===== config.mk =====
export PLATFORM = sky130hd
export DESIGN_NAME = mips_multi_ctrl
export DESIGN_NICKNAME = d
export VERILOG_FILES = /design/src/rtl/mips_ctrl_pkg.sv /design/src/rtl/mips_alu_ctl.sv /design/src/rtl/mips_multi_ctrl.sv
export SDC_FILE = /design/constraint.sdc
export NUM_CORES = 1
export LEC_CHECK = 0
export BUFFER_PORTS_ARGS = -buffer_cell sky130_fd_sc_hd__buf_2
export CAP_MARGIN = 20
export CORE_UTILIZATION = 25
export CTS_CLUSTER_SIZE = 16
export DETAILED_ROUTE_END_ITERATION = 12
export GPL_ROUTABILITY_DRIVEN = 0
export PLACE_DENSITY = 0.54
export SYNTH_ARGS = -nofsm -noshare
export SYNTH_HDL_FRONTEND = slang
export SYNTH_SLANG_ARGS = --single-unit

===== constraint.sdc =====
create_clock -name clk -period 1.6 [get_ports clk]
set_clock_uncertainty 0.05 [all_clocks]
set_input_delay 0.16 -clock clk [delete_from_list [all_inputs] [get_ports clk]]
set_output_delay 0.16 -clock clk [all_outputs]
set_load 0.005 [all_outputs]

===== src/rtl/mips_ctrl_pkg.sv =====
// Shared constants for the multicycle MIPS controller: state codes, opcode
// and funct values, ALU control codes and datapath mux select codes.
package mips_ctrl_pkg;

  // FSM state encodings
  localparam logic [3:0] S_FETCH  = 4'd0;
  localparam logic [3:0] S_DECODE = 4'd1;
  localparam logic [3:0] S_MEMADR = 4'd2;
  localparam logic [3:0] S_MEMRD  = 4'd3;
  localparam logic [3:0] S_MEMWB  = 4'd4;
  localparam logic [3:0] S_MEMWR  = 4'd5;
  localparam logic [3:0] S_EXEC   = 4'd6;
  localparam logic [3:0] S_RTWB   = 4'd7;
  localparam logic [3:0] S_BRANCH = 4'd8;
  localparam logic [3:0] S_JUMP   = 4'd9;
  localparam logic [3:0] S_JAL    = 4'd10;
  localparam logic [3:0] S_IEXEC  = 4'd11;
  localparam logic [3:0] S_IWB    = 4'd12;

  // Opcodes
  localparam logic [5:0] OP_RTYPE = 6'b000000;
  localparam logic [5:0] OP_J     = 6'b000010;
  localparam logic [5:0] OP_JAL   = 6'b000011;
  localparam logic [5:0] OP_BEQ   = 6'b000100;
  localparam logic [5:0] OP_BNE   = 6'b000101;
  localparam logic [5:0] OP_ADDI  = 6'b001000;
  localparam logic [5:0] OP_ORI   = 6'b001101;
  localparam logic [5:0] OP_LW    = 6'b100011;
  localparam logic [5:0] OP_SW    = 6'b101011;

  // R-type funct codes
  localparam logic [5:0] FN_ADD = 6'b100000;
  localparam logic [5:0] FN_SUB = 6'b100010;
  localparam logic [5:0] FN_AND = 6'b100100;
  localparam logic [5:0] FN_OR  = 6'b100101;
  localparam logic [5:0] FN_SLT = 6'b101010;

  // ALU control codes
  localparam logic [2:0] ALU_AND = 3'b000;
  localparam logic [2:0] ALU_OR  = 3'b001;
  localparam logic [2:0] ALU_ADD = 3'b010;
  localparam logic [2:0] ALU_SUB = 3'b110;
  localparam logic [2:0] ALU_SLT = 3'b111;

  // reg_dst selects
  localparam logic [1:0] RD_RT = 2'b00;
  localparam logic [1:0] RD_RD = 2'b01;
  localparam logic [1:0] RD_RA = 2'b10;

  // mem_to_reg selects
  localparam logic [1:0] M2R_ALU = 2'b00;
  localparam logic [1:0] M2R_MDR = 2'b01;
  localparam logic [1:0] M2R_PC  = 2'b10;

  // alu_src_b selects
  localparam logic [1:0] ASB_B   = 2'b00;
  localparam logic [1:0] ASB_4   = 2'b01;
  localparam logic [1:0] ASB_IMM = 2'b10;
  localparam logic [1:0] ASB_BR  = 2'b11;

  // pc_source selects
  localparam logic [1:0] PCS_ALU = 2'b00;
  localparam logic [1:0] PCS_OUT = 2'b01;
  localparam logic [1:0] PCS_JMP = 2'b10;

  // Which ALU operation the current state asks for
  typedef enum logic [1:0] {
    CLS_ADD   = 2'd0,
    CLS_SUB   = 2'd1,
    CLS_OR    = 2'd2,
    CLS_FUNCT = 2'd3
  } alu_cls_e;

endpackage


===== src/rtl/mips_alu_ctl.sv =====
// ALU control decode: fixed operations pass straight through, R-type
// operations are looked up from funct. Unknown funct yields AND (all zero)
// and raises funct_illegal.
import mips_ctrl_pkg::*;

module mips_alu_ctl (
  input  alu_cls_e   cls,
  input  logic [5:0] funct,
  output logic [2:0] alu_ctl,
  output logic       funct_illegal
);

  // class / funct to ALU code
  always_comb begin
    alu_ctl       = ALU_AND;
    funct_illegal = 1'b0;
    case (cls)
      CLS_ADD: alu_ctl = ALU_ADD;
      CLS_SUB: alu_ctl = ALU_SUB;
      CLS_OR:  alu_ctl = ALU_OR;
      default: begin
        case (funct)
          FN_ADD:  alu_ctl = ALU_ADD;
          FN_SUB:  alu_ctl = ALU_SUB;
          FN_AND:  alu_ctl = ALU_AND;
          FN_OR:   alu_ctl = ALU_OR;
          FN_SLT:  alu_ctl = ALU_SLT;
          default: funct_illegal = 1'b1;
        endcase
      end
    endcase
  end

endmodule


===== src/rtl/mips_multi_ctrl.sv =====
// Multicycle MIPS control FSM. Moore decode of the state register drives the
// datapath selects and enables; pc_en (branch condition) and illegal are
// Mealy on zero/op/funct. Synchronous reset forces every output to zero.
import mips_ctrl_pkg::*;

module mips_multi_ctrl #(
  parameter int ST_W     = 4,
  parameter int ALUCTL_W = 3
) (
  input  logic                clk,
  input  logic                rst,
  input  logic [5:0]          op,
  input  logic [5:0]          funct,
  input  logic                zero,
  output logic                pc_en,
  output logic                i_or_d,
  output logic                mem_rd,
  output logic                mem_wr,
  output logic                ir_write,
  output logic                reg_write,
  output logic [1:0]          reg_dst,
  output logic [1:0]          mem_to_reg,
  output logic                alu_src_a,
  output logic [1:0]          alu_src_b,
  output logic [1:0]          pc_source,
  output logic                ext_zero,
  output logic [ALUCTL_W-1:0] alu_ctl,
  output logic                illegal,
  output logic [ST_W-1:0]     state
);

  logic [ST_W-1:0] state_q, state_d;
  alu_cls_e        alu_cls;
  logic            alu_used;
  logic [2:0]      alu_code;
  logic            funct_ill;
  logic            dec_ill;

  assign state = state_q;

  // state register; reset aborts any instruction back to FETCH
  always_ff @(posedge clk) begin
    if (rst) state_q <= S_FETCH;
    else     state_q <= state_d;
  end

  // ALU operation class per state (kept apart from the main decode so the
  // funct lookup result can feed next-state without a false comb loop)
  always_comb begin
    alu_cls  = CLS_ADD;
    alu_used = 1'b0;
    case (state_q)
      S_FETCH, S_DECODE, S_MEMADR: alu_used = 1'b1;
      S_EXEC:   begin alu_cls = CLS_FUNCT; alu_used = 1'b1; end
      S_BRANCH: begin alu_cls = CLS_SUB;   alu_used = 1'b1; end
      S_IEXEC:  begin
        alu_cls  = (op == OP_ORI) ? CLS_OR : CLS_ADD;
        alu_used = 1'b1;
      end
      default: ;
    endcase
  end

  mips_alu_ctl u_alu_ctl (
    .cls           (alu_cls),
    .funct         (funct),
    .alu_ctl       (alu_code),
    .funct_illegal (funct_ill)
  );

  assign alu_ctl = (rst || !alu_used) ? '0 : ALUCTL_W'(alu_code);
  assign illegal = !rst && (dec_ill || (state_q == S_EXEC && funct_ill));

  // per-state output decode and next-state selection
  always_comb begin
    pc_en      = 1'b0;
    i_or_d     = 1'b0;
    mem_rd     = 1'b0;
    mem_wr     = 1'b0;
    ir_write   = 1'b0;
    reg_write  = 1'b0;
    reg_dst    = RD_RT;
    mem_to_reg = M2R_ALU;
    alu_src_a  = 1'b0;
    alu_src_b  = ASB_B;
    pc_source  = PCS_ALU;
    ext_zero   = 1'b0;
    dec_ill    = 1'b0;
    state_d    = S_FETCH;
    case (state_q)
      S_FETCH: begin
        mem_rd    = 1'b1;
        ir_write  = 1'b1;
        pc_en     = 1'b1;
        alu_src_b = ASB_4;
        state_d   = S_DECODE;
      end
      S_DECODE: begin
        alu_src_b = ASB_BR;
        case (op)
          OP_LW, OP_SW:    state_d = S_MEMADR;
          OP_RTYPE:        state_d = S_EXEC;
          OP_BEQ, OP_BNE:  state_d = S_BRANCH;
          OP_J:            state_d = S_JUMP;
          OP_JAL:          state_d = S_JAL;
          OP_ADDI, OP_ORI: state_d = S_IEXEC;
          default:         dec_ill = 1'b1;
        endcase
      end
      S_MEMADR: begin
        alu_src_a = 1'b1;
        alu_src_b = ASB_IMM;
        state_d   = (op == OP_SW) ? S_MEMWR : S_MEMRD;
      end
      S_MEMRD: begin
        mem_rd  = 1'b1;
        i_or_d  = 1'b1;
        state_d = S_MEMWB;
      end
      S_MEMWB: begin
        reg_write  = 1'b1;
        reg_dst    = RD_RT;
        mem_to_reg = M2R_MDR;
      end
      S_MEMWR: begin
        mem_wr = 1'b1;
        i_or_d = 1'b1;
      end
      S_EXEC: begin
        alu_src_a = 1'b1;
        alu_src_b = ASB_B;
        state_d   = funct_ill ? S_FETCH : S_RTWB;
      end
      S_RTWB: begin
        reg_write = 1'b1;
        reg_dst   = RD_RD;
      end
      S_BRANCH: begin
        alu_src_a = 1'b1;
        pc_source = PCS_OUT;
        pc_en     = zero ^ (op == OP_BNE);
      end
      S_JUMP: begin
        pc_source = PCS_JMP;
        pc_en     = 1'b1;
      end
      S_JAL: begin
        // regfile and PC sample on the same edge, so $31 gets PC+4
        pc_source  = PCS_JMP;
        pc_en      = 1'b1;
        reg_write  = 1'b1;
        reg_dst    = RD_RA;
        mem_to_reg = M2R_PC;
      end
      S_IEXEC: begin
        alu_src_a = 1'b1;
        alu_src_b = ASB_IMM;
        ext_zero  = (op == OP_ORI);
        state_d   = S_IWB;
      end
      S_IWB: begin
        reg_write  = 1'b1;
        reg_dst    = RD_RT;
        mem_to_reg = M2R_ALU;
      end
      default: ;
    endcase
    if (rst) begin
      pc_en      = 1'b0;
      i_or_d     = 1'b0;
      mem_rd     = 1'b0;
      mem_wr     = 1'b0;
      ir_write   = 1'b0;
      reg_write  = 1'b0;
      reg_dst    = RD_RT;
      mem_to_reg = M2R_ALU;
      alu_src_a  = 1'b0;
      alu_src_b  = ASB_B;
      pc_source  = PCS_ALU;
      ext_zero   = 1'b0;
      dec_ill    = 1'b0;
    end
  end

endmodule


# Word level (Yosys, flattened, before mapping)
# Cells that the tools add are included.
[word_totals] reg_bits=4 wordCells=91
[op_classes] eq_ne=27 n_mux=39 bitwise_logic=1 reduce_logical=23
[op_table] op="$pmux W4 S6" count=2
[op_table] op="$eq A6 B6 Y1 const B" count=7
[op_table] op="$mux W1" count=21
[op_table] op="$eq A4 B4 Y1 const B" count=5
[op_table] op="$eq A4 B3 Y1 const B" count=4
[op_table] op="$reduce_or A2 Y1" count=7
[op_table] op="$eq A6 B2 Y1 const B" count=2
[op_table] op="$eq A6 B3 Y1 const B" count=2
[op_table] op="$eq A6 B4 Y1 const B" count=2
[op_table] op="$pmux W2 S2" count=3
[op_table] op="$pmux W2 S3" count=2
[op_table] op="$pmux W3 S4" count=1
[op_table] op="$mux W2" count=5
[op_table] op="$mux W3" count=3
[op_table] op="$pmux W3 S3" count=1
[op_table] op="$reduce_or A9 Y1" count=1
[op_table] op="$eq A4 B2 Y1 const B" count=2
[op_table] op="$reduce_or A4 Y1" count=2
[op_table] op="$logic_not A6 Y1" count=1
[op_table] op="$reduce_or A3 Y1" count=2
[op_table] op="$reduce_or A6 Y1" count=1
[op_table] op="$reduce_or A5 Y1" count=1
[op_table] op="$eq A4 B1 Y1 const B" count=1
[op_table] op="$logic_not A4 Y1" count=1
[op_table] op="8 further kinds" count=11

# Longest topological paths before layout
# Gate-level depths: netlist of the first run.
[logic_depth] depth_word=9 mapped_depth=6 ltp_nobuf=4

# Cells and area by module
# Synthesis of the first run repeated with hierarchy kept, for this count alone.
[hier_totals] hier_cells=136 hier_area_um2=860.8
[by_module_without_submodules] mod="mips_multi_ctrl" n_inst=1 cells_per_inst=121 area_each_um2=757.0 seq_area_each_um2=80.1
[by_module_without_submodules] mod="mips_alu_ctl" n_inst=1 cells_per_inst=15 area_each_um2=103.8 seq_area_each_um2=0.0

# Least setup slack after synthesis of the first run
# No wires, ideal clock.
[synth_path] kind="register to output" startpoint="register state_q[2], in the netlist state[2]" endpoint="output alu_ctl[0]" arrival_ns=1.341 required_time_ns=1.390 path_slack_ns=0.049 path_stages_with_launch=7 path_buffers=2 path_cell_list="dfxtp_1 clkbuf_1 buf_2 nand3b_1 a21oi_1 o21ai_0 and3b_1"
[synth_between] elab_chain_cells=6
[synth_lines] item="from (decl)" line="mips_multi_ctrl.sv:32" source="logic [ST_W-1:0] state_q, state_d;"
[synth_lines] item="from (signal assigned)" line="mips_multi_ctrl.sv:44" source="else state_q <= state_d;"
[synth_lines] item="branches (longest 5 deep; another with $eq A4 B4 Y1)"
[synth_lines] item="$mux W3 (*)" line="mips_multi_ctrl.sv:71" source="assign alu_ctl = (rst || !alu_used) ? '0 : ALUCTL_W'(alu_code);"
[synth_lines] item="to (decl)" line="mips_multi_ctrl.sv:27" source="output logic [ALUCTL_W-1:0] alu_ctl,"
# Mark *: on every way between the ends.

# Worst setup path after layout of the first run
[layout_path] startpoint="register state_q[1], in the netlist state[1]" endpoint="output alu_ctl[2]"
# The elaborated chain is that of the path after synthesis.

==> results of run 1 <==
-- final timing paths --
kind / start / to / depth (start not counted)
setup / recovery: state[1]$_SDFF_PP0_ / alu_ctl[2] / 5
hold / removal: op[4] / state[1]$_SDFF_PP0_ / 4
setup reg to reg: state[3]$_SDFF_PP0_ / state[1]$_SDFF_PP0_ / 7
hold reg to reg: state[0]$_SDFF_PP0_ / state[3]$_SDFF_PP0_ / 3
-- critical path, cell delays in order (launching register included) --
cell      delay, ps
dfxtp_4         360
or3b_4          400
a31o_1          260
nand2b_4        140
a21oi_2          90
buf_2           110
-- metal layers --
layer,GRT usage,vias to the layer above,wire length (microns)
met2,0.306,32,1640
met5,0,-,0
met4,0.0399,0,10
li1,-,631,-
met3,0.0195,2,86
met1,0.211,573,1480
-- where the power goes --
group | internal [mW] | total, mW | switching, mW
registers | 0.104 | 0.113 | 0.00835
logic | 0.222 | 0.411 | 0.189
clock network | 0.0838 | 0.123 | 0.0391
-- cells by family (layout without fill, tap and decap cells) --
logic type      Yosys count  in the layout  share of synthesized area
compound gates           31             31                      0.253
buf+inv                  15             89                     0.0829
simple gates             70             70                      0.492
mux                       2              2                     0.0252
flops                     4              4                     0.0948
xor+xnor                  5              5                     0.0519
-- metrics by stage --
| stage | hold WS [ps] | power, mW | instances | TNS [ps] | instance area (sq um) |
|---|---|---|---|---|---|
| after floorplan | 284 | 0.265 | 127 | 0 | 845 |
| final | 278 | 0.647 | 245 | -928 | 1670 |
| after global routing | 322 | 0.691 | 245 | -1600 | 1670 |
| after global placement | 518 | 0.415 | 231 | -27.6 | 1300 |
| after CTS | 279 | 0.596 | 242 | -1170 | 1530 |
| after detailed placement | 528 | 0.418 | 231 | -9.98 | 1300 |
-- layout by cell type (no fill, tap or decap), types with 4 or more instances in the layout --
| cell type | synthesis | final |
|---|---|---|
| nor2_1 | 20 | 13 |
| a21oi_1 | 8 | 5 |
| nor3_1 | 6 | 4 |
| nor2_2 | 0 | 4 |
| buf_6 | 1 | 10 |
| buf_4 | 0 | 30 |
| buf_2 | 5 | 37 |
| nand2b_4 | 0 | 7 |
| a31oi_1 | 5 | 4 |
| inv_1 | 4 | 4 |
| nand2b_1 | 11 | 4 |
-- cell type report --
cell class / instances / area [sq um] / share of cell area
Sequential cell: 4 / 92.6 / 0.0555
Inverter: 5 / 18.8 / 0.0112
Clock buffer: 3 / 22.5 / 0.0135
Tap cell: 44 / 55.1 / 0.0330
Multi-Input combinational cell: 108 / 887 / 0.531
Timing Repair Buffer: 81 / 593 / 0.355
-- repair_timing --
action / CTS / global route
gates resized for setup: 34 / 26
pin swaps: 9 / 10
endpoints found under the setup margin: 17 / 20
hold buffers: 0 / 0
setup buffers: 8 / 4
==> metrics.txt, run 1 <==
number of enable flip-flop cells after synthesis=0; Worst VDD drop=about 120 uV; status=complete, but fails checks; TritonCTS clock tree=done; die height=60.1 microns; Hold Vio Cnt, Final=0; via count=1238; Power Dens Cells=just under 400 mW/mm^2; max reg flops=4; hold crit path type=in2reg; max-slew violation count=0; crit path kind=reg2out; list of most frequent post-synthesis cells=nor2_1, nand2b_1, a21oi_1, nor3_1; post-detail-place hpwl=2230 microns; largest net degree at the start of global routing=12; vias per cell=5.05; Peak Freq=around 560 MHz; initial antenna violation count=0; final worst-path cycle share=1.12; final wirelength=3220 microns; Worst-Margin Slew=445 ps; Worst Setup End Kind=output port; fill count=288; Pre-antenna DRT Iters=4; Skew-Pair Late Insertion Delay=230 ps; DIE AREA=around 0.0036 sq mm; clock root buffer=clkbuf_4; top post-synthesis cells by area=dfxtp_1, nor2_1, nand2b_1; Syn Inst Count=127; Die Width=60.1 microns; Synth Net Count=142; WL/cell=13.1 microns; Max-Cap Viols=0; GRT Residual Overflow=0; RSZ-0062 raised after global routing=true; worst path required time=1390 ps; share of the synthesized area in the top cell type=0.0948; Worst slew margin=0.699; ant diodes=0; vias in the first global route=1153; num ports=39; final antenna-violating net count=0; pre-CTS WS=-9.98 ps; Max Root-Sink Buffers=2; Synth Cell Area=845 sq um; CP Data Arrival Time=1590 ps; fraction of layout cells with a size suffix above 1=0.602; CP startpoint kind=flip-flop; NumNets Final=218; count leader, synth=nor2_1; final core occ=0.534; #FFs+latches synth=4; failing checks=setup timing; R2R setup slack=-10 ps; Starting Density=0.270; final worst slack=-198 ps; first-pass GRT wire length=4820 microns; Clock Pin Slew Worst Setup and Hold Paths=~40 ps; post-synthesis area per instance=6.65 sq um; row cnt=20; Area growth syn-to-layout=97.6%; crit path max fanout=5; YS warnings=0; asr flop ratio synth=0; CORE AREA=0.00313 sq mm; Post-route DRC=0; Final Setup Violations=9; total clock buffers created by CTS=3; post-layout min period=roughly 1800 ps; H-tree depth=1; PortBufs=38; Yosys top cell by area=dfxtp_1; Lkg Pwr=approximately 0.74 nW; Primary FF master, synth=dfxtp_1; TritonCTS Sinks=4; count of cell types in the netlist=47; initial DRC count=59; GRT Overall Usage=0.170; sequential share of the synthesized area=0.0948
Note: power is estimated with default switching activity, not from simulation.
==> run 2: changes to the inputs <==
Settings changed: ABC_AREA set to 1, CELL_PAD_IN_SITES_DETAIL_PLACEMENT set to 1, CELL_PAD_IN_SITES_GLOBAL_PLACEMENT set to 1, CORE_UTILIZATION 25 to 24, PLACE_DENSITY 0.54 to 0.79.
==> run 2 against run 1 <==
Clock-buffer cell count is the same. Critical path type unchanged. Critical endpoint is now alu_ctl[0]. Sequential cell count did not move. Global-route usage is 0.54 points lower. Critical path depth grew 3. Largest cell class unchanged. Synthesized cell count grew 12%. The run still ends with setup timing left. Sequential share of layout area grew 3.0 points.
==> metrics.txt, run 2 <==
xor/xnor share of the synthesized area=0; Clock Pin Slew Worst Setup and Hold Paths=40 ps; P_sw=149 uW; TritonCTS clock tree=done; status=complete, but fails checks; YS warnings=0; Max Root-Sink Buffers=2; RSZ-0062 raised after global routing=true; sequential share of power=0.269; Hold Vio Cnt, Final=0; ant diodes=0; post-synthesis area per instance=between 4 and 5 sq um; Clk pwr share=0.320; Worst path slowest cell=dfxtp_4; Primary FF master, synth=dfxtp_1; Post-Layout Cell Count=approximately 220; H-tree depth=1; Lkg Pwr=0.668 nW; Power Dens Cells=between 300 and 400 mW/mm^2; Peak Freq=573 MHz; post-synthesis compound-gate area fraction=0.125; R2R setup slack=270 ps; crit path max fanout=4; CP Data Arrival Time=approximately 1500 ps; sequential share of the synthesized area=0.114; row cnt=19; number of enable flip-flop cells after synthesis=0; Die Width=around 56 microns; Worst-Margin Slew=239 ps; top post-synthesis cells by area=nand2_1, nor2_1, nand3_1; Worst slew margin=0.840; max reg flops=4; Synth Cell Area=702 sq um; family with the most delay on the worst path=simple AND/OR/NAND/NOR gates; die height=56.1 microns; Synth Net Count=157; Final Setup Violations=6; #FFs+latches synth=4; max-slew violation count=0; count of cell types in the netlist=21; Placed Instances=214; PortBufs=38; total clock buffers created by CTS=3; simple-gate share of the synthesized area=0.606; Post-route DRC=0; Max-Cap Viols=0; Internal=252 uW; NumNets Final=about 210; vias per cell=about 4.7; share of the synthesized area in the top cell type=0.155; final wirelength=between 2000 and 3000 microns; Syn Inst Count=142; FF-to-FF path depth=9; multiplexer share of the synthesized area=0; slowest stage delay, CP=380 ps; final worst slack=-144 ps; worst path required time=about 1400 ps; WP buf/inv=2; largest family of logic cells by synthesized area=simple AND/OR/NAND/NOR gates; most common cell after layout, fill and taps aside=buf_2; Final Power=402 uW; failing checks=setup timing; DIE AREA=0.00314 sq mm; Pre-antenna DRT Iters=4; RR Startpoint=state[1]$_SDFF_PP0_; GRT Overall Usage=0.164; HP Start=rst; CP startpoint kind=flip-flop; list of most frequent post-synthesis cells=nand2_1, nor2_1, inv_1, nand3_1, a21oi_1; Adder-Cell Fraction of Synth Area=0; final core occ=0.405; Worst Setup End Kind=output port; Skew-Pair Late Insertion Delay=240 ps; clock root buffer=clkbuf_4; Sw Share=0.372; fill count=around 400; Area growth syn-to-layout=59.2%; commonest non-fill, non-tap cells in the layout=buf_2, nand2_1, nor2_1, inv_1, nand3_1; initial DRC count=16; post-layout min period=1740 ps; Setup Total Neg Slack=-412 ps; CORE AREA=0.00276 sq mm; Starting Density=0.255; Logic pwr share=0.411; via count=~1000; largest net degree at the start of global routing=13; asr flop ratio synth=0; WL/cell=11.7 microns; post-detail-place hpwl=2170 microns; first-pass GRT wire length=between 4000 and 5000 microns; Hold EP=state[1]$_SDFF_PP0_; final antenna-violating net count=0; fraction of layout cells with a size suffix above 1=0.424; Worst VDD drop=340 uV; vias in the first global route=just over 1000; worst r2r dst=state[1]$_SDFF_PP0_; count leader, synth=nand2_1; cell area after layout=between 0.001 and 0.0015 sq mm; GRT Residual Overflow=0; crit path kind=reg2out; placed instance area=~960 sq um; initial antenna violation count=0; hold crit path type=in2reg; final worst-path cycle share=1.09; CP Cell Sequence=inv_4 > nor2_4 > nand2_2 > or2_4 > nand2_4 > nand3_2 > nor2_1 > buf_2; num ports=39; Yosys top cell by area=nand2_1; TritonCTS Sinks=4; hold path cells=3
-- run 2: cell type report --
| cell class | count | area [sq um] | area share |
|---|---|---|---|
| Clock buffer | 3 | 22.5 | 0.0202 |
| Tap cell | 31 | 38.8 | 0.0347 |
| Inverter | 26 | 103 | 0.0918 |
| Timing Repair Buffer | 48 | 265 | 0.237 |
| Multi-Input combinational cell | 110 | 593 | 0.531 |
| Sequential cell | 4 | 95.1 | 0.0851 |
-- run 2: stage by stage --
| step | hold WS, ps | setup slack [ps] |
|---|---|---|
| final | 254 | -144 |
| after global routing | 266 | -224 |
| after detailed placement | 495 | -10.7 |
| after floorplan | 296 | 225 |
| after CTS | 236 | -113 |
| after global placement | 497 | 21.4 |
-- run 2: layer usage --
layer  up-vias  wire length (microns)  share of wire  track usage
met1       474                   1160           0.45        0.203
met3         0                     96          0.037       0.0395
met5         -                      0              0            0
li1        552                      -              -            -
met2        23                   1340           0.52        0.299
met4         0                      0              0       0.0105
-- run 2: worst reg2reg max path, stage by stage (launching register included) --
cell and delay [ps]:
dfxtp_4 390, inv_4 70, nor2_4 110, nand2_2 100
buf_4 160, inv_1 80, nand2_1 80, nand2_1 70
inv_1 40, a21oi_1 120
-- run 2: how the worst max path moves through the flow --
stage	start	to	slack, ps	cells past startpoint
floorplan	state[0]$_SDFF_PP0_	alu_ctl[0]	230	8
global placement	state[1]$_SDFF_PP0_	alu_ctl[1]	20	9
detailed placement	state[1]$_SDFF_PP0_	alu_ctl[1]	-10	9
CTS	state[3]$_SDFF_PP0_	alu_ctl[1]	-110	9
global route	state[3]$_SDFF_PP0_	alu_ctl[0]	-220	8
finish	state[3]$_SDFF_PP0_	alu_ctl[0]	-140	8
-- run 2: logic make-up (layout without fill, tap and decap cells) --
group           Yosys count  count (layout)
compound gates           16              16
buf+inv                  28              77
flops                     4               4
simple gates             94              94
-- run 2: timing repair --
action	CTS	global route
buffers inserted	3	2
gates resized for setup	15	18
gates cloned	0	0
pin swaps	1	8
hold buffers	0	0
endpoints found under the setup margin	8	11
-- run 2: power groups by stage --
stage	Combinational [mW]	Sequential (mW)	Clock, mW
after global placement	0.148	0.110	0
after detailed placement	0.151	0.111	0
final	0.165	0.108	0.128
after floorplan	0.0854	0.108	0
after global routing	0.184	0.109	0.147
after CTS	0.158	0.107	0.132
==> run 3: changes to the inputs <==
Settings changed: CORE_UTILIZATION 24 to 25, CTS_BUF_LIST set to sky130_fd_sc_hd__clkbuf_2 sky130_fd_sc_hd__clkbuf_4 sky130_fd_sc_hd__clkbuf_8, PLACE_DENSITY 0.79 to 0.82, SKIP_CTS_REPAIR_TIMING set to 1.
==> run 3 against run 2 <==
The flow still finishes with violations (setup timing). Cell count is 0.90% lower. Setup slack better by 33 ps. Clock power is essentially flat. Worst hold slack lost 11 ps. Die area fell by 3.9%.
==> metrics.txt, run 3 (synthesis results as in run 2) <==
initial DRC count=9; max reg flops=4; crit path max fanout=6; TritonCTS Sinks=4; Skew-Pair Late Insertion Delay=240 ps; total clock buffers created by CTS=3; die height=55.0 microns; Lkg Pwr=0.651 nW; status=complete, but fails checks; FF+latch area=92.6 sq um; worst path required time=1390 ps; multi-input logic area=547 sq um; Die Width=approximately 55 microns; TritonCTS clock tree=done; H-tree depth=1; M3 GR Usage=0.0137; CP startpoint kind=flip-flop; CORE AREA=approximately 0.0026 sq mm; pre-CTS WS=between 15 and 20 ps; initial antenna violation count=0; GR peak layer=met2; via count=1084; max-slew violation count=0; CP Data Arrival Time=1500 ps; final worst slack=-111 ps; Clock Pin Slew Worst Setup and Hold Paths=approximately 40 ps; final wirelength=2890 microns; post-detail-place hpwl=2340 microns; first-pass GRT wire length=4390 microns; Peak Freq=584 MHz; Max Root-Sink Buffers=2; M1 GR Usage=0.219; vias in the first global route=about 1000; clock root buffer=clkbuf_4; Worst Setup End Kind=output port; Power Dens Cells=around 370 mW/mm^2; Setup Total Neg Slack=-507 ps; fraction of layout cells with a size suffix above 1=0.374; final antenna-violating net count=0; vias per cell=4.93; row cnt=18; Worst slew margin=0.820; largest net degree at the start of global routing=13; failing checks=setup timing; Pre-antenna DRT Iters=4; FF-to-FF path depth=8; Worst path slowest cell=dfxtp_4; commonest non-fill, non-tap cells in the layout=buf_2, nor2_1, nand2_1, inv_1, nand3_1; WL/cell=around 13 microns; Worst VDD drop=~260 uV; RSZ-0062 raised after global routing=true; hold crit path type=in2reg; Hold Vio Cnt, Final=0; Post-route DRC=0; Area growth syn-to-layout=50.6%; PortBufs=38; met2 Use GR=0.388; Starting Density=0.273; GRT Residual Overflow=0; post-layout min period=1710 ps; slowest stage delay, CP=between 300 and 400 ps; Max-Cap Viols=0; R2R setup slack=350 ps; num ports=39; Worst-Margin Slew=around 270 ps; NumNets Final=around 210; ant diodes=0; crit path kind=reg2out; most common cell after layout, fill and taps aside=buf_2; DIE AREA=0.00302 sq mm; fill count=390; Final Setup Violations=7; CP Cell Sequence=inv_2 > nor2_2 > nand2_2 > nand2_2 > nor2_1 > nor2_2 > nor2_1 > nor2_1 > buf_2; hold path cells=3; GRT Overall Usage=0.195; final worst-path cycle share=1.07; Crit path top cell by count=nor2_1
[run 3: critical path, delay by kind of cell (launching register included)]
kind,cells,cell delay (ps)
buffers and inverters,2,190
flip-flops,1,380
AND/OR/NAND/NOR,7,700
[run 3: power breakdown]
part           total (mW)  internal, mW  switching (mW)
registers           0.109         0.101         0.00803
clock network       0.126        0.0840          0.0424
logic               0.159        0.0628          0.0965
total               0.394         0.248           0.147
[run 3: path summary, 6_finish.rpt]
kind,endpoint,start
max reg2reg,state[1]$_SDFF_PP0_,state[2]$_SDFF_PP0_
min reg2reg,state[0]$_SDFF_PP0_,state[0]$_SDFF_PP0_
max,alu_ctl[2],state[2]$_SDFF_PP0_
min,state[0]$_SDFF_PP0_,rst
[run 3: per-stage QoR]
| stage | utilization | std cells | total power [mW] | area, sq um | hold WS [ps] |
|---|---|---|---|---|---|
| after detailed placement | 0.369 | 212 | 0.264 | 948 | 491 |
| after global placement | 0.369 | 212 | 0.255 | 948 | 457 |
| after floorplan | - | 142 | 0.193 | 702 | 296 |
| after global routing | 0.412 | 220 | 0.427 | 1060 | 253 |
| final | 0.412 | 220 | 0.394 | 1060 | 243 |
| after CTS | 0.378 | 215 | 0.390 | 971 | 243 |
[run 3: metal layers]
metal / routed length [microns] / up-vias
li1: - / 551
met4: 10 / 0
met2: 1500 / 26
met3: 103 / 2
met1: 1270 / 505
met5: 0 / -
[run 3: area by class of cell]
class	instances	share of cell area
Inverter	26	0.0947
Tap cell	30	0.0355
Sequential cell	4	0.0876
Multi-Input combinational cell	110	0.517
Clock buffer	3	0.0213
Timing Repair Buffer	47	0.244
